File: config.mk
export PLATFORM = sky130hd
export DESIGN_NAME = gf_power_sweep_8_flat
export DESIGN_NICKNAME = d
export VERILOG_FILES = /design/src/rtl/gf_power_sweep_8_pkg.sv /design/src/rtl/gf_power_sweep_8_if.sv /design/src/rtl/gf_power_sweep_8_mul_alpha.sv /design/src/rtl/gf_power_sweep_8_tables.sv /design/src/rtl/gf_power_sweep_8.sv /design/src/flat_wrapper.sv
export SDC_FILE = /design/constraint.sdc
export NUM_CORES = 1
export LEC_CHECK = 0
export CAP_MARGIN = 40
export CORE_MARGIN = 2
export CORE_UTILIZATION = 30
export DETAILED_ROUTE_END_ITERATION = 10
export PLACE_DENSITY = 0.45
export SLEW_MARGIN = 20
export SYNTH_ARGS = -nofsm -noshare
export SYNTH_HDL_FRONTEND = slang
export SYNTH_HIERARCHICAL = 1
export SYNTH_SLANG_ARGS = --single-unit
export TNS_END_PERCENT = 30
File: constraint.sdc
create_clock -name clk -period 8.68 [get_ports clk]
set_input_delay 2.17 -clock clk [delete_from_list [all_inputs] [get_ports clk]]
set_output_delay 2.17 -clock clk [all_outputs]
set_load 0.01 [all_outputs]
File: src/rtl/gf_power_sweep_8_pkg.sv
// Shared GF(2^8) constants, sweep FSM encoding and elaboration-time table builders.
// The table builders run only at elaboration; the hardware sees constant ROMs.
package gf8_pkg;

   localparam logic [8:0] GF8_PRIM_POLY = 9'h11D;
   localparam int         GF8_ORDER     = 255;

   typedef enum logic [1:0] {IDLE, RUN, DRAIN, DONE} sweep_state_t;

   typedef logic [255:0][7:0] gf8_tbl_t;

   function automatic logic [7:0] gf8_mul_alpha_f(input logic [7:0] e, input logic [7:0] poly_lo);
      return {e[6:0], 1'b0} ^ (e[7] ? poly_lo : 8'h00);
   endfunction

   // Entry 255 aliases alpha^0 so the ROM is fully defined.
   function automatic gf8_tbl_t gf8_alog_tbl(input logic [7:0] poly_lo);
      gf8_tbl_t   t;
      logic [7:0] e;
      t = '0;
      e = 8'h01;
      for (int k = 0; k < GF8_ORDER; k++) begin
         t[k[7:0]] = e;
         e = gf8_mul_alpha_f(e, poly_lo);
      end
      t[8'hFF] = 8'h01;
      return t;
   endfunction

   // log(0) is undefined; it maps to 8'hFF, a power the sweep never issues.
   function automatic gf8_tbl_t gf8_log_tbl(input logic [7:0] poly_lo);
      gf8_tbl_t a;
      gf8_tbl_t t;
      a = gf8_alog_tbl(poly_lo);
      t = '0;
      t[8'h00] = 8'hFF;
      for (int k = 0; k < GF8_ORDER; k++) begin
         t[a[k[7:0]]] = k[7:0];
      end
      return t;
   endfunction

endpackage

File: src/rtl/gf_power_sweep_8_if.sv
// Control and result bundle of the GF(2^8) table self-test sweep.
interface gf_power_sweep_8_if;
   logic       start;
   logic       busy;
   logic       done;
   logic       pass;
   logic [7:0] err_count;
   logic [7:0] first_err_power;
   logic [7:0] first_err_poly;

   modport slave (
      input  start,
      output busy, done, pass, err_count, first_err_power, first_err_poly
   );

   modport master (
      output start,
      input  busy, done, pass, err_count, first_err_power, first_err_poly
   );
endinterface

File: src/rtl/gf_power_sweep_8_mul_alpha.sv
// Combinational GF(2^8) multiply-by-alpha; one step of the reference LFSR.
module gf8_mul_alpha
   import gf8_pkg::*;
#(
   parameter logic [8:0] PRIM_POLY = GF8_PRIM_POLY
) (
   input  logic [7:0] e_i,
   output logic [7:0] e_o
);
   assign e_o = gf8_mul_alpha_f(e_i, PRIM_POLY[7:0]);
endmodule

File: src/rtl/gf_power_sweep_8_tables.sv
// GF(2^8) antilog (power->poly) and log (poly->power) lookup ROMs, combinational.
// Both are built from the package primitive polynomial at elaboration.
module gf_power2poly_8
   import gf8_pkg::*;
(
   input  logic [7:0] power_i,
   output logic [7:0] poly_o
);
   localparam gf8_tbl_t ALOG = gf8_alog_tbl(GF8_PRIM_POLY[7:0]);

   assign poly_o = ALOG[power_i];
endmodule

module gf_poly2power_8
   import gf8_pkg::*;
(
   input  logic [7:0] poly_i,
   output logic [7:0] power_o
);
   localparam gf8_tbl_t LOG = gf8_log_tbl(GF8_PRIM_POLY[7:0]);

   assign power_o = LOG[poly_i];
endmodule

File: src/rtl/gf_power_sweep_8.sv
// Built-in self test for the GF(2^8) tables: power->poly->power round trip plus an
// independent LFSR cross-check of every antilog entry; one check stage behind the issue.
module gf_power_sweep_8
   import gf8_pkg::*;
#(
   parameter logic [8:0] PRIM_POLY = GF8_PRIM_POLY
) (
   input  logic               clk,
   input  logic               reset_,
   gf_power_sweep_8_if.slave  sw
);

   sweep_state_t state_q, state_d;
   logic [7:0]   cnt_q, cnt_d;
   logic [7:0]   lfsr_q, lfsr_d;
   logic         v_p1_q, v_p1_d;
   logic [7:0]   poly_p1_q, power_p1_q, exp_p1_q;
   logic [7:0]   err_cnt_q, err_cnt_d;
   logic [7:0]   fep_q, fep_d;
   logic [7:0]   fpoly_q, fpoly_d;
   logic         pass_q, pass_d;

   logic         clear;
   logic         chk_fail;
   logic [7:0]   tbl_poly;
   logic [7:0]   chk_power;
   logic [7:0]   lfsr_nxt;

   gf_power2poly_8 u_p2p (.power_i(cnt_q),     .poly_o(tbl_poly));
   gf_poly2power_8 u_p2w (.poly_i(poly_p1_q),  .power_o(chk_power));
   gf8_mul_alpha #(.PRIM_POLY(PRIM_POLY)) u_alpha (.e_i(lfsr_q), .e_o(lfsr_nxt));

   always_comb begin
      state_d = state_q;
      cnt_d   = cnt_q;
      lfsr_d  = lfsr_q;
      v_p1_d  = 1'b0;
      clear   = 1'b0;
      case (state_q)
         IDLE: begin
            if (sw.start) begin
               state_d = RUN;
               cnt_d   = 8'd0;
               lfsr_d  = 8'h01;
               clear   = 1'b1;
            end
         end
         RUN: begin
            v_p1_d = 1'b1;
            cnt_d  = cnt_q + 8'd1;
            lfsr_d = lfsr_nxt;
            if (cnt_q == 8'(GF8_ORDER - 1)) state_d = DRAIN;
         end
         DRAIN:   state_d = DONE;
         default: state_d = IDLE;
      endcase
   end

   // A power failing both checks is still a single error.
   assign chk_fail = v_p1_q && ((chk_power != power_p1_q) || (poly_p1_q != exp_p1_q));

   always_comb begin
      err_cnt_d = err_cnt_q;
      fep_d     = fep_q;
      fpoly_d   = fpoly_q;
      pass_d    = pass_q;
      if (clear) begin
         err_cnt_d = 8'd0;
         fep_d     = 8'hFF;
         fpoly_d   = 8'h00;
         pass_d    = 1'b0;
      end else if (chk_fail) begin
         err_cnt_d = err_cnt_q + 8'd1;
         if (err_cnt_q == 8'd0) begin
            fep_d   = power_p1_q;
            fpoly_d = poly_p1_q;
         end
      end
      // Resolved while the last check retires so pass is already valid with done.
      if (state_q == DRAIN) pass_d = (err_cnt_d == 8'd0);
   end

   always_ff @(posedge clk) begin
      if (!reset_) begin
         state_q    <= IDLE;
         cnt_q      <= 8'd0;
         lfsr_q     <= 8'h01;
         v_p1_q     <= 1'b0;
         poly_p1_q  <= 8'h00;
         power_p1_q <= 8'h00;
         exp_p1_q   <= 8'h00;
         err_cnt_q  <= 8'd0;
         fep_q      <= 8'hFF;
         fpoly_q    <= 8'h00;
         pass_q     <= 1'b0;
      end else begin
         state_q    <= state_d;
         cnt_q      <= cnt_d;
         lfsr_q     <= lfsr_d;
         v_p1_q     <= v_p1_d;
         poly_p1_q  <= tbl_poly;
         power_p1_q <= cnt_q;
         exp_p1_q   <= lfsr_q;
         err_cnt_q  <= err_cnt_d;
         fep_q      <= fep_d;
         fpoly_q    <= fpoly_d;
         pass_q     <= pass_d;
      end
   end

   assign sw.busy            = (state_q == RUN) || (state_q == DRAIN);
   assign sw.done            = (state_q == DONE);
   assign sw.pass            = pass_q;
   assign sw.err_count       = err_cnt_q;
   assign sw.first_err_power = fep_q;
   assign sw.first_err_poly  = fpoly_q;

endmodule

File: src/flat_wrapper.sv
// flat-port wrapper written by rule: the top's interface ports become plain ports
module gf_power_sweep_8_flat import gf8_pkg::*;
#(
   parameter logic [8:0] PRIM_POLY = GF8_PRIM_POLY
)
  (clk, reset_, sw_start, sw_busy, sw_done, sw_pass, sw_err_count, sw_first_err_power, sw_first_err_poly);
  gf_power_sweep_8_if sw_i ();
  input  logic clk;
  input  logic reset_;
  input wire logic [$bits(sw_i.start)-1:0] sw_start;
  output wire logic [$bits(sw_i.busy)-1:0] sw_busy;
  output wire logic [$bits(sw_i.done)-1:0] sw_done;
  output wire logic [$bits(sw_i.pass)-1:0] sw_pass;
  output wire logic [$bits(sw_i.err_count)-1:0] sw_err_count;
  output wire logic [$bits(sw_i.first_err_power)-1:0] sw_first_err_power;
  output wire logic [$bits(sw_i.first_err_poly)-1:0] sw_first_err_poly;
  assign sw_i.start = sw_start;
  assign sw_busy = sw_i.busy;
  assign sw_done = sw_i.done;
  assign sw_pass = sw_i.pass;
  assign sw_err_count = sw_i.err_count;
  assign sw_first_err_power = sw_i.first_err_power;
  assign sw_first_err_poly = sw_i.first_err_poly;
  gf_power_sweep_8 #(.PRIM_POLY(PRIM_POLY)) u_core (.clk(clk), .reset_(reset_), .sw(sw_i));
endmodule
After elaboration in Yosys (flattened, before gate mapping)
Memory sizes are Yosys's and may differ from the RTL's. A register that Yosys moved wholly into a read port is not among the register bits.
Index checks and enable logic that the tools add are counted.
- reduce and logical (&&, ||, !) cells: 13
- order comparisons: 1
- muxes and demuxes: 16
- eq/ne operators: 8
- bitwise gates (word level): 2
- add/sub/neg operators: 2
- operators by type and width (operator ; number):
    8-bit two-way mux ; 5
    8-bit one-hot mux with 2 select lines ; 2
    8-bit by 1-bit adder with 8-bit output (second input constant) ; 2
    8-bit zero test ; 2
    8-bit != test ; 2
    8-bit by 9-bit < comparator with 1-bit output (second input constant) ; 1
    8-bit equality test (second input constant) ; 1
    8-bit XOR ; 1
    2-bit one-hot mux with 3 select lines ; 1
    2-bit AND reduction ; 3
    1-bit two-way mux ; 5
    5-bit two-way mux ; 1
    2-bit equality test (second input constant) ; 2
    2-bit two-way mux ; 2
    2-bit nonzero test ; 2
    2-bit by 1-bit equality test with 1-bit output (second input constant) ; 1
    2-bit zero test ; 1
    1-bit logical OR ; 2
    2-bit by 1-bit != test with 1-bit output (second input constant) ; 1
    2-bit != test (second input constant) ; 1
    2-bit OR reduction ; 1
    1-bit logical AND ; 1
    1-bit zero test ; 1
    1-bit NOT ; 1
- flip-flop bits (word level): 60
- memories: 2
- output and inout port bits: 27
- input port bits: 3
- bits in read-only memories: 4096
- word-level logic and storage cells: 54
- memories (name ; depth ; bits a word ; read ports ; clocked after Yosys merged registers in ; write ports ; line ; source):
    (name not given) ; 256 ; 8 ; 1 ; 1 ; 0 ; gf_power_sweep_8_tables.sv:11 ; assign poly_o = ALOG[power_i];
    (name not given) ; 256 ; 8 ; 1 ; 0 ; 0 ; gf_power_sweep_8_tables.sv:22 ; assign power_o = LOG[poly_i];

Depth between registers and ports, before layout
Gate-level depths: netlist of run 1.
- depth after elaboration: 9
- depth in mapped cells: 19
- depth with buffers taken out: 13

Hierarchy
The synthesis of run 1 kept the hierarchy.
- by module, submodules not included (module ; sequential area each (um2) ; cells each ; area each (um2) ; instances):
    gf_poly2power_8 ; 0.0 ; 573 ; 3767.4 ; 1
    gf_power2poly_8 ; 0.0 ; 552 ; 3430.8 ; 1
    gf_power_sweep_8 ; 1361.3 ; 276 ; 2760.1 ; 1
    gf8_mul_alpha ; 0.0 ; 8 ; 63.8 ; 1

Least setup slack after synthesis of run 1
No wires, ideal clock.
- path kind: register to register
- start: register u_core.poly_p1_q[0]
- end: register u_core.fep_q[0], in the netlist u_core/sw.first_err_power[0]
- required time: 8552 ps
- clock period less this slack: 3886 ps
- stages on the path, launching flop included: 19
- slack: 4794 ps
- path buffers: 5
- setup time: 128 ps
- arrival time: 3759 ps
- cells stage by stage: dfxtp_1 > buf_2 > inv_2 > ha_1 > clkbuf_1 > buf_2 > buf_2 > mux2i_1 > a21oi_1 > a32oi_1 > a32oi_1 > a221oi_1 > xnor2_1 > nand4_1 > o41ai_4 > nor4_4 > buf_6 > mux2i_1 > nand2_1
- cells in the longest elaborated chain, start to end: 6
- elaborated cells on any way between the ends: 7
- those cells by class: 2 x eq/ne; 1 x mux; 3 x reduce/logical; 1 x memory
- ends and longest elaborated chain (what ; line ; source):
    from (decl) ; gf_power_sweep_8.sv:17 ; logic [7:0] poly_p1_q, power_p1_q, exp_p1_q;
    memory read 256 x 8 bit ; -- ;
    8-bit two-way mux (implied by the code) ; gf_power_sweep_8_tables.sv:22 ;
    named net u_core.chk_power[4] ; gf_power_sweep_8.sv:26 ; logic [7:0] chk_power;
    8-bit != test ; gf_power_sweep_8.sv:60 ; assign chk_fail = v_p1_q && ((chk_power != power_p1_q) || (poly_p1_q != exp_p1_q));
    1-bit logical OR ; gf_power_sweep_8.sv:60 ;
    1-bit logical AND ; gf_power_sweep_8.sv:60 ;
    2-bit AND reduction (no source line) ; -- ;
    to (signal assigned) ; gf_power_sweep_8.sv:105 ; fep_q <= fep_d;
    to (decl) ; gf_power_sweep_8.sv:19 ; logic [7:0] fep_q, fep_d;
The timed path passes the listed nets, and every way through them passes these cells. The select of a mux whose other input is x is not followed.
A chain may end at the register's enable or synchronous reset.

Worst setup path in the final report of run 1
- start: register u_core.poly_p1_q[1]
- end: register u_core.fep_q[0], in the netlist u_core/sw.first_err_power[0]
Same word-level chain as after synthesis.

==> out/qor.csv, run 1 <==
stage;metric;value;unit
power;peak supply drop;0.2116;mV
timing;min Tclk post-route;4.799;ns
placement;DP Area;0.01029;mm²
clock_tree;post-CTS resize count;0;
critical_path;crit path cell chain;buf_4 > inv_2 > ha_1 > nor2b_1 > o21ai_0 > a221oi_1 > a31oi_1 > a221oi_1 > xnor2_1 > nand4_1 > o41ai_4 > clkbuf_8 > nor4_4 > buf_4 > mux2i_1 > nand2_1;
die;Die Area;0.03488;mm²
synthesis;Synth Cell Area;0.01002;mm²
finish;Fill cells;3622;
die;die height;186.8;µm
power;Sequential Power Share;22.9;%
critical_path;Arr. time, crit path;5.00;ns
die;core area;0.03270;mm²
synthesis;number of flops mapped to enable cells by yosys;0;
synthesis;number of warnings issued by yosys;6;
critical_path;Setup CP Type;reg -> reg;
critical_path;Worst Setup SP;u_core/poly_p1_q[1];
detailed_routing;DR vias;11581;
synthesis;largest cells by area after synthesis;dfxtp_1 (14%), ha_1 (5.7%), nand2_1 (4.5%), o21ai_0 (4.4%), a21oi_1 (4.2%);
synthesis;net count after synthesis;1458;
placement;port bufs;29;
finish;commonest non-fill, non-tap cell in the layout;nand2_1;
finish;P&R area growth vs syn;5.930;%
min_path;hold path start;u_core/sw.first_err_poly[4];
timing;Rel. slew slack;42.70;%
power;PD cells;148.8;mW/mm²
synthesis;Netlist cell types;96;
critical_path;CP Launch Type;flop;
finish;register area;0.001381;mm²
timing;max-slew violations;0;
power;Leak Pwr;3.467;nW
clock_tree;Worst-Skew Late Latency;0.32;ns
global_route;total global routing overflow;0;
clock_tree;CTS tree;yes;
global_route;largest net degree at the start of global routing;86;
finish;ratio of cells with drive above 1 in the final layout;7.611;%
synthesis;post-synthesis sequential area ratio;13.58;%
synthesis;#FFs+latches synth;68;
critical_path;Worst R2R Start;u_core/poly_p1_q[1];
critical_path;Worst setup EP type;flop;
finish;Multi-input gate area;0.007699;mm²
timing;Finish-stage setup viols;0;
placement;routability cong.;1.001;
critical_path;Worst path top cell family by delay;compound AO/OA/AOI/OAI gates;
power;NetSw;0.6996;mW
global_route;first-pass GRT wire length;66.73;mm
timing;crit share post-route;55.29;%
detailed_routing;Avg Vias per Cell;6.547;
die;die width;186.8;µm
power;Total Power;1.580;mW
synthesis;cell taking the most area after synthesis;dfxtp_1;
critical_path;CP bufs+invs;4;
finish;most frequent cells in the layout;nand2_1 (119), nor2_1 (108), o21ai_0 (89);
clock_tree;Max Root-Sink Buffers;2;
timing;Worst Max-Slew Pin Slew;0.8577;ns
critical_path;CP Max Fanout;38;
clock_tree;setup bufs post-CTS;0;
finish;fin util;32.46;%
global_route;Total Routing Usage GR;24.14;%
detailed_routing;Total Wirelength;44.28;mm
detailed_routing;Post-DRT Antenna Nets;0;
global_route;initial antenna violation count;0;
power;combinational group share of total power;52.8;%
flow_run;Max Cap Violations;0;
global_route;vias in the first global route;10600;
die;# IOs;30;
finish;nets@finish;1371;
clock_tree;Root Driver;clkbuf_16;
finish;Cell Count, Final, Fillers Out;1769;
die;Initial Util;30.65;%
die;row count;66;
placement;Cells after DPL;1752;
timing;RSZ-0062 raised after global routing;no;
detailed_routing;DRT Pass-1 Iters;8;
clock_tree;number of buffers created by CTS;9;
synthesis;post-synthesis average cell area;7.113;µm²
synthesis;post-synth top area share;13.58;%
min_path;min-delay worst type;reg -> reg;
clock_tree;clk sinks;68;
critical_path;crit path max-delay cell type;nor2b_1;
finish;Diodes inserted;0;
clock_tree;Worst-path clk slew;0.06;ns
detailed_routing;Iter 0 DRT Violations;1666;
detailed_routing;Avg WL per Cell;25.03;µm
clock_tree;CTS Hold Bufs;0;
synthesis;Post-Synthesis Cells;1409;
timing;max frequency;0.2084;GHz
timing;Max Clock Skew;0.007147;ns
power;Clk pwr share;24.3;%
critical_path;WP data required;8.88;ns
synthesis;Synth Flop Type;dfxtp_1;
critical_path;worst stage delay on the critical path;0.58;ns
timing;Final Hold Viols;0;
power;Sw Share;44.28;%
finish;fin area;0.01062;mm²
clock_tree;total number of H-tree levels;3;
synthesis;fraction of registers with async set/reset;0;%
power;Int Pwr;0.8805;mW
status;status;complete, no violations;
detailed_routing;DRC Markers;0;
placement;Post-DP HPWL;29.74;mm
timing;Final TNS setup;0;ns
## tightest hold or removal path, stage by stage, from the launching register on
cell     delay [ns]
dfxtp_1        0.32
mux2i_1        0.07
nor2_1         0.07
## logic make-up after synthesis
logic type,Yosys count,synth area share [%]
xor gates and xnor gates,32,2.797
buffers and inverters,189,9.600
and+or+nand+nor,547,28.40
AOI/OAI and AO/OA,481,33.93
adders and majority gates,46,5.743
DFF,68,13.58
muxes,46,5.943
## cells in the mapped netlist (all sizes together), types with 19 or more instances
library cell / n
nand3: 41
o211ai: 38
and2: 47
dfxtp: 68
a31oi: 32
a211oi: 27
a21oi: 85
xnor2: 25
mux2i: 31
buf: 104
nand2b: 43
inv: 30
nand2: 121
nor3: 45
nor2b: 53
o21ai: 98
ha: 46
o311ai: 19
nor2: 110
clkbuf: 54
a311oi: 20
## worst paths after layout
kind | to | slack (ns) | cells past startpoint
max reg2reg | u_core/sw.first_err_power[0] | 3.88 | 16
min | u_core/sw.first_err_poly[4] | 0.49 | 2
max | u_core/sw.first_err_power[0] | 3.88 | 16
min reg2reg | u_core/sw.first_err_poly[4] | 0.49 | 2
## metal layers
metal  routed length [µm]  global-route usage (%)  part of all wire, %
met5                    0                       0                    0
met2                19210                   37.47                   43
met4                 2310                   10.81                  5.2
met1                18450                   32.99                   42
met3                 4318                   3.611                  9.8
## state kept, by name (all words and copies together), names as in the netlist
name	cells
u_core/poly_p1_q	8
u_core/sw.first_err_poly	8
u_core/state_q	2
u_core/sw.pass	1
u_core/v_p1_q	1
u_core/power_p1_q	8
u_core/cnt_q	8
u_core/exp_p1_q	8
u_core/sw.first_err_power	8
u_core/lfsr_q	8
u_core/sw.err_count	8
## power by group through the flow
stage,clock [mW],sequential [mW],combinational [mW]
floorplan,0,0.370,0.539
global placement,0,0.369,0.805
detailed placement,0,0.369,0.799
CTS,0.395,0.362,0.804
global route,0.408,0.366,0.884
finish,0.383,0.362,0.835
## metrics by stage
stage          hold slack (ns)  setup slack (ns)
5_1_grt                 0.5058             3.663
6_report                0.4932             3.881
3_5_place_dp            0.4816             3.768
3_3_place_gp            0.4772             3.665
2_1_floorplan           0.4544             4.794
4_1_cts                 0.4960             3.754
## final cells by class
class / instances / area share [%]
repair buffers: 60 / 5.162
multi-input cells: 1152 / 72.52
clock buffers: 10 / 2.157
inverters: 31 / 1.120
clock inverters: 6 / 0.8250
well taps: 442 / 5.209
flip-flops and latches: 68 / 13.01
Note: power is estimated with default switching activity, not from simulation.
==> inputs of run 2 (changes only) <==
==> constraint.sdc (replaced) <==
create_clock -name clk -period 4.5 [get_ports clk]
set_input_delay 1.125 -clock clk [delete_from_list [all_inputs] [get_ports clk]]
set_output_delay 1.125 -clock clk [all_outputs]
set_load 0.01 [all_outputs]
==> run 2 against run 1 <==
  * Maximum frequency increased by 14%
  * Count of clock-buffer cells in the layout increased by 3
  * Sequential power increased by 91%
  * Clock power rose by 68%
  * Cell area rose by 3.4%
  * Total power rose by 91%
  * Flip-flop and latch count is the same
  * Cell count grew 2.4%
  * Combinational power up 100%
  * Sequential share of layout area shrank 0.43 points
  * Largest cell class unchanged
==> out/qor.csv, run 2 (synthesis gave the netlist of run 1 again) <==
stage;metric;value;unit;change
status;status;complete, no violations;;
timing;max frequency;0.2368;GHz;+14%
detailed_routing;Avg WL per Cell;24.94;µm;-0.39%
die;Initial Util;30.65;%;unchanged
clock_tree;Root Driver;clkbuf_16;;
critical_path;Setup CP Type;reg -> reg;;
die;die width;186.8;µm;unchanged
flow_run;Max Cap Violations;0;;unchanged
finish;Fill cells;3559;;-1.7%
finish;commonest non-fill, non-tap cell in the layout;nand2_1;;
critical_path;r2r setup slk;0.28;ns;-3.60 ns
clock_tree;clk sinks;68;;unchanged
die;# IOs;30;;unchanged
global_route;largest net degree at the start of global routing;123;;+43%
global_route;vias in the first global route;10987;;+3.7%
clock_tree;Worst-path clk slew;0.05;ns;about the same
detailed_routing;Total Wirelength;45.16;mm;+2.0%
timing;Rel. slew slack;43.93;%;+1.2 points
die;Die Area;0.03488;mm²;unchanged
die;core area;0.03270;mm²;unchanged
critical_path;Worst Setup SP;u_core/poly_p1_q[1];;
critical_path;CP Launch Type;flop;;
placement;Post-DP HPWL;31.42;mm;+5.7%
global_route;Total Routing Usage GR;24.74;%;+0.60 points
min_path;hold path start;u_core/sw.first_err_poly[7];;
power;Sw Share;45.33;%;+1.1 points
clock_tree;CTS tree;yes;;
power;NetSw;1.370;mW;+96%
clock_tree;Worst-Skew Late Latency;0.33;ns;about the same
timing;Worst Max-Slew Pin Slew;0.8401;ns;-0.01763 ns
clock_tree;number of buffers created by CTS;9;;unchanged
timing;Finish-stage setup viols;0;;unchanged
clock_tree;setup bufs post-CTS;0;;unchanged
finish;Diodes inserted;0;;unchanged
die;row count;66;;unchanged
power;PD cells;275.3;mW/mm²;+85%
clock_tree;post-CTS resize count;0;;unchanged
timing;max-slew violations;0;;unchanged
min_path;min-delay worst type;reg -> reg;;
detailed_routing;Avg Vias per Cell;6.465;;-1.2%
finish;ratio of cells with drive above 1 in the final layout;10.30;%;+2.7 points
finish;most frequent cells in the layout;nand2_1 (119), nor2_1 (108), o21ai_0 (89);;
detailed_routing;Post-DRT Antenna Nets;0;;unchanged
timing;min Tclk post-route;4.224;ns;-0.5755 ns
finish;nets@finish;1413;;+3.1%
power;combinational group share of total power;55.9;%;+3.1 points
timing;Final Hold Viols;0;;unchanged
detailed_routing;DRC Markers;0;;unchanged
placement;pre-CTS setup slack;0.4207;ns;-3.347 ns
global_route;initial antenna violation count;1;;+1
power;Leak Pwr;3.684;nW;+6.2%
detailed_routing;DR vias;11708;;+1.1%
timing;crit share post-route;93.86;%;+39 points
power;Int Pwr;1.652;mW;+88%
critical_path;Arr. time, crit path;4.45;ns;-0.55 ns
timing;RSZ-0062 raised after global routing;no;;
critical_path;Worst setup EP type;flop;;
critical_path;worst stage delay on the critical path;0.63;ns;+0.05 ns
power;Clk pwr share;21.2;%;-3.1 points
detailed_routing;DRT Pass-1 Iters;7;;-1
clock_tree;CTS Hold Bufs;0;;unchanged
die;die height;186.8;µm;unchanged
critical_path;crit path cell chain;inv_2 > ha_1 > inv_1 > a221oi_1 > a31oi_1 > o221ai_1 > o221ai_1 > xnor2_1 > nand4_2 > o41ai_4 > buf_12 > nor3_1 > xnor2_1 > a41o_1;;
power;peak supply drop;0.3053;mV;+44%
critical_path;WP data required;4.72;ns;-4.16 ns
timing;final setup margin;0.2762;ns;-3.604 ns
power;Sequential Power Share;22.8;%;about the same
clock_tree;Max Root-Sink Buffers;2;;unchanged
critical_path;crit path max-delay cell type;ha_1;;
detailed_routing;Iter 0 DRT Violations;1775;;+6.5%
timing;Max Clock Skew;0.004911;ns;-0.002236 ns
clock_tree;total number of H-tree levels;3;;unchanged
finish;P&R area growth vs syn;9.513;%;
critical_path;Worst R2R Start;u_core/poly_p1_q[1];;
placement;port bufs;29;;unchanged
placement;routability cong.;1.012;;+1.2%
global_route;total global routing overflow;0;;unchanged
global_route;first-pass GRT wire length;67.87;mm;+1.7%
finish;fin util;33.56;%;+1.1 points
critical_path;CP Max Fanout;13;;-66%
timing;Final TNS setup;0;ns;unchanged
==> run 2: critical path, delay by kind of cell (launching register included) <==
family / cells / cell delay [ns]
buffers and inverters: 3 / 0.74
adder cells (fa/ha/maj): 1 / 0.63
AO/OA/AOI/OAI: 6 / 1.74
XOR/XNOR: 2 / 0.42
flip-flops: 1 / 0.37
AND/OR/NAND/NOR: 2 / 0.21
==> run 2: area by class of cell <==
class	instances	area [µm²]	share of cell area, %
clock buffer	13	250.2	2.280
clock inverter	3	22.52	0.2052
inverter	31	118.9	1.083
multi-input combinational	1152	7699	70.14
sequential	68	1381	12.59
tap	442	553.0	5.039
timing repair buffer	102	950.9	8.664
==> run 2: layer usage <==
layer	track usage (%)	vias up	wire, µm
met2	37.46	860	19540
met4	14.68	0	2670
met5	0	-	0
met3	4.852	198	4734
met1	32.51	5481	18210
li1	-	5169	-
==> run 2: power by group through the flow <==
stage          registers (mW)  logic [mW]  clock network (mW)
2_1_floorplan           0.714        1.04                   0
6_report                0.690        1.69               0.642
4_1_cts                 0.692        1.62               0.664
3_3_place_gp            0.704        1.65                   0
5_1_grt                 0.698        1.78               0.685
3_5_place_dp            0.705        1.61                   0
==> run 2: stage by stage <==
step / hold slack, ns / cells / power, mW / area [µm²]
2_1_floorplan: 0.4544 / 1409 / 1.754 / 10020
3_3_place_gp: 0.4833 / 1792 / 2.350 / 10670
3_5_place_dp: 0.4812 / 1792 / 2.319 / 10670
4_1_cts: 0.4935 / 1808 / 2.978 / 10940
5_1_grt: 0.5079 / 1811 / 3.161 / 10980
6_report: 0.4912 / 1811 / 3.022 / 10980
==> run 2: final timing paths <==
kind | cells after the start | endpoint
max | 14 | u_core/sw.pass
min | 2 | u_core/sw.first_err_poly[7]
max reg2reg | 14 | u_core/sw.pass
min reg2reg | 2 | u_core/sw.first_err_poly[7]
==> inputs of run 3 (changes only) <==
--- a/config.mk
+++ b/config.mk
@@ -9,6 +9,7 @@
 export CORE_MARGIN = 2
 export CORE_UTILIZATION = 30
 export DETAILED_ROUTE_END_ITERATION = 10
+export HOLD_SLACK_MARGIN = 0.06
 export PLACE_DENSITY = 0.45
 export SLEW_MARGIN = 20
 export SYNTH_ARGS = -nofsm -noshare
==> results of run 3 <==
Same layout as run 2: the final DEF is identical, and so are final timing and power.
==> RTL change: new RTL, flow settings as in run 3 <==
The package constant `GF8_ORDER` goes from 255 to 510.
--- a/src/rtl/gf_power_sweep_8_pkg.sv
+++ b/src/rtl/gf_power_sweep_8_pkg.sv
@@ -5,3 +5,3 @@
    localparam logic [8:0] GF8_PRIM_POLY = 9'h11D;
-   localparam int         GF8_ORDER     = 255;
+   localparam int         GF8_ORDER     = 510;
 
Behaviour: not the same (a bounded check fails within 4 cycles, from zero or initial values and one cycle with reset_ low).
==> RTL change against run 3 <==
Routed wire length down 1.1%; synthesized cell count down 3.8%; area after synthesis down 4.1%; die area down 4.0%; via count down 2.0%; design area down 0.92%; critical path depth up 3; setup slack worse by 0.0018 ns; power up 6.2%; sequential cell count unchanged; largest power group unchanged; highest routed layer unchanged.
==> RTL change: results (changes against run 3) <==
[status]
status = finished, final reports clean  ; unchanged

[logic_synthesis]
synth.distinct_cells = 93  ; was 96
ys_seq_area_share_pct = 14.2  ; was 13.6%
synth_common_cells = nand2_1, nor2_1, o21ai_0, a21oi_1, dfxtp_1  ; was nand2_1, nor2_1, o21ai_0, a21oi_1, buf_2
synth_area_leaders = dfxtp_1, ha_1, o21ai_0  ; was dfxtp_1, ha_1, nand2_1
synth_ff_type = dfxtp_1  ; unchanged
synth-async-reset-ratio_pct = 0  ; unchanged
synth_nets = 1405  ; was 1458

[placed_design]
gp_congestion = 1.03  ; was 1.01
place_area_um2 = 10600  ; was 10700 um2
hpwl_um = 31400  ; about the same
io_buffers = 29  ; unchanged

[drt]
highest_layer = met4  ; unchanged
wl_met1_um = 18600  ; was 18200 um
detailedRoute.firstIterationViolations = 1691  ; was 1775
drt_first_pass_iters = 6  ; was 7
viasPerCell = 6.49  ; was 6.46
dr_wl_met2_um = 19400  ; was 19500 um
dr_wl_met3_um = 4280  ; was 4730 um
wl_per_cell_um = 25.3  ; was 24.9 um

[final_layout]
diodes = 0  ; unchanged
drive_gt1_share_pct = 13.8  ; was 10.3%

[clock_tree]
cts_setup_buffers = 0  ; unchanged
clk_pin_slew_ns = 0.06
root_buffer = clkbuf_16  ; unchanged
htree_num_levels = 3  ; unchanged
cts_buffer_depth = 2  ; unchanged
cts_resized = 0  ; unchanged
numCtsBuffers = 9  ; unchanged
insertion_delay_ns = 0.33  ; about the same

[global_routing]
antenna_found_initial = 1  ; unchanged
grt_pass1_vias = 10500  ; was 11000
grt_max_degree = 80  ; was 123
grt_usage_pct = 25.8  ; was 24.7%
grt_pass1_wl_um = 66900  ; was 67900 um

[setup_path]
rr_endpoint = u_core/sw.first_err_poly[1]  ; was u_core/sw.pass
r2r_setup_slack_ns = 0.27
cp_max_fo = 9  ; was 13
critPathArrivalTime_ns = 4.41  ; was 4.45 ns
reg2regPathDepth = 17  ; was 14
worstSetupPathType = reg -> reg  ; unchanged
crit_path_end = u_core/sw.first_err_poly[1]  ; was u_core/sw.pass

[pwr]
powerClk_w = 0.000723  ; was 0.000642 W
power_leakage_nw = 3.72  ; was 3.68 nW
power_switching_share_pct = 43.8  ; was 45.3%
pwr-share-comb_pct = 55.6  ; was 55.9%
powerComb_w = 0.00178  ; was 0.00169 W
peakVddDrop_mv = 0.213  ; was 0.305 mV

[sta]
finClkSkew_ns = 0.00850  ; was 0.00491 ns
worstMarginPinSlew_ns = 0.805  ; was 0.840 ns

[hold_path]
hold_class = reg -> reg  ; unchanged

[RTL change: cell count changes in the layout (fill, tap and decap cells not counted), sizes merged, moves of 6 or more]
cell / delta
nor2b: -13
o221ai: -8
a31oi: +7
nand2b: -7
a32oi: -6
nor2: +6
o211ai: -15
buf: +44
o22ai: +6
nor3: +14
or3: -7
a211oi: -6
[RTL change: cells by family (layout without fill, tap and decap cells)]
kind of cell	count (synthesis)	count (layout)	share of synthesized area, %
buf+inv	178	188	9.69
mux	48	48	6.73
xor+xnor	33	33	3.01
fa+ha+maj	48	48	6.22
flops	68	68	14.2
simple gates	529	529	27.9
compound gates	451	451	32.3
[RTL change: metrics by stage]
step | hold slack, ns | cells | setup slack, ns | util [%]
floorplan | 0.454 | 1355 | 0.531 | -
global placement | 0.466 | 1749 | 0.0873 | 33.4
detailed placement | 0.472 | 1751 | 0.377 | 33.5
CTS | 0.487 | 1767 | 0.335 | 34.5
global route | 0.510 | 1767 | 0.0806 | 34.5
finish | 0.482 | 1767 | 0.274 | 34.5
[RTL change: worst min-delay path by stage]
stage	start	end	slack (ns)	cells past startpoint
6_report	u_core/sw.first_err_power[1]	u_core/sw.first_err_power[1]	0.48	2
5_1_grt	u_core/lfsr_q[5]	u_core/exp_p1_q[5]	0.51	1
4_1_cts	u_core/sw.first_err_power[3]	u_core/sw.first_err_power[3]	0.49	2
3_5_place_dp	u_core/sw.first_err_power[3]	u_core/sw.first_err_power[3]	0.47	2
3_3_place_gp	u_core/sw.first_err_power[3]	u_core/sw.first_err_power[3]	0.47	2
2_1_floorplan	u_core/lfsr_q[0]	u_core/exp_p1_q[0]	0.45	1
[RTL change: layout make-up]
| cell class | instances | area [um2] |
|---|---|---|
| clock buffer | 10 | 239 |
| clock inverter | 6 | 68.8 |
| fill | 3444 | 20700 |
| inverter | 27 | 101 |
| multi-input combinational | 1109 | 7320 |
| sequential | 68 | 1380 |
| tap | 402 | 503 |
| timing repair buffer | 145 | 1260 |
[RTL change: layer usage]
| metal | track usage (%) | vias to the layer above |
|---|---|---|
| met3 | 3.87 | 183 |
| met2 | 39.8 | 806 |
| met5 | 0 | - |
| met4 | 12.1 | 0 |
| li1 | - | 5035 |
| met1 | 35.2 | 5445 |
[RTL change: worst max-delay path, cell delays in order, from the launching register on]
cell and delay, ns:
dfxtp_1 0.31, inv_1 0.08, buf_4 0.18, ha_1 0.26
nor2b_1 0.29, buf_4 0.22, nor2_1 0.06, mux4_2 0.48
mux2i_1 0.28, o2111ai_1 0.15, o211ai_1 0.18, xnor2_1 0.12
nand4_2 0.13, o41ai_4 0.11, nor4_4 0.70, buf_6 0.23
mux2i_1 0.21, nor2_1 0.07
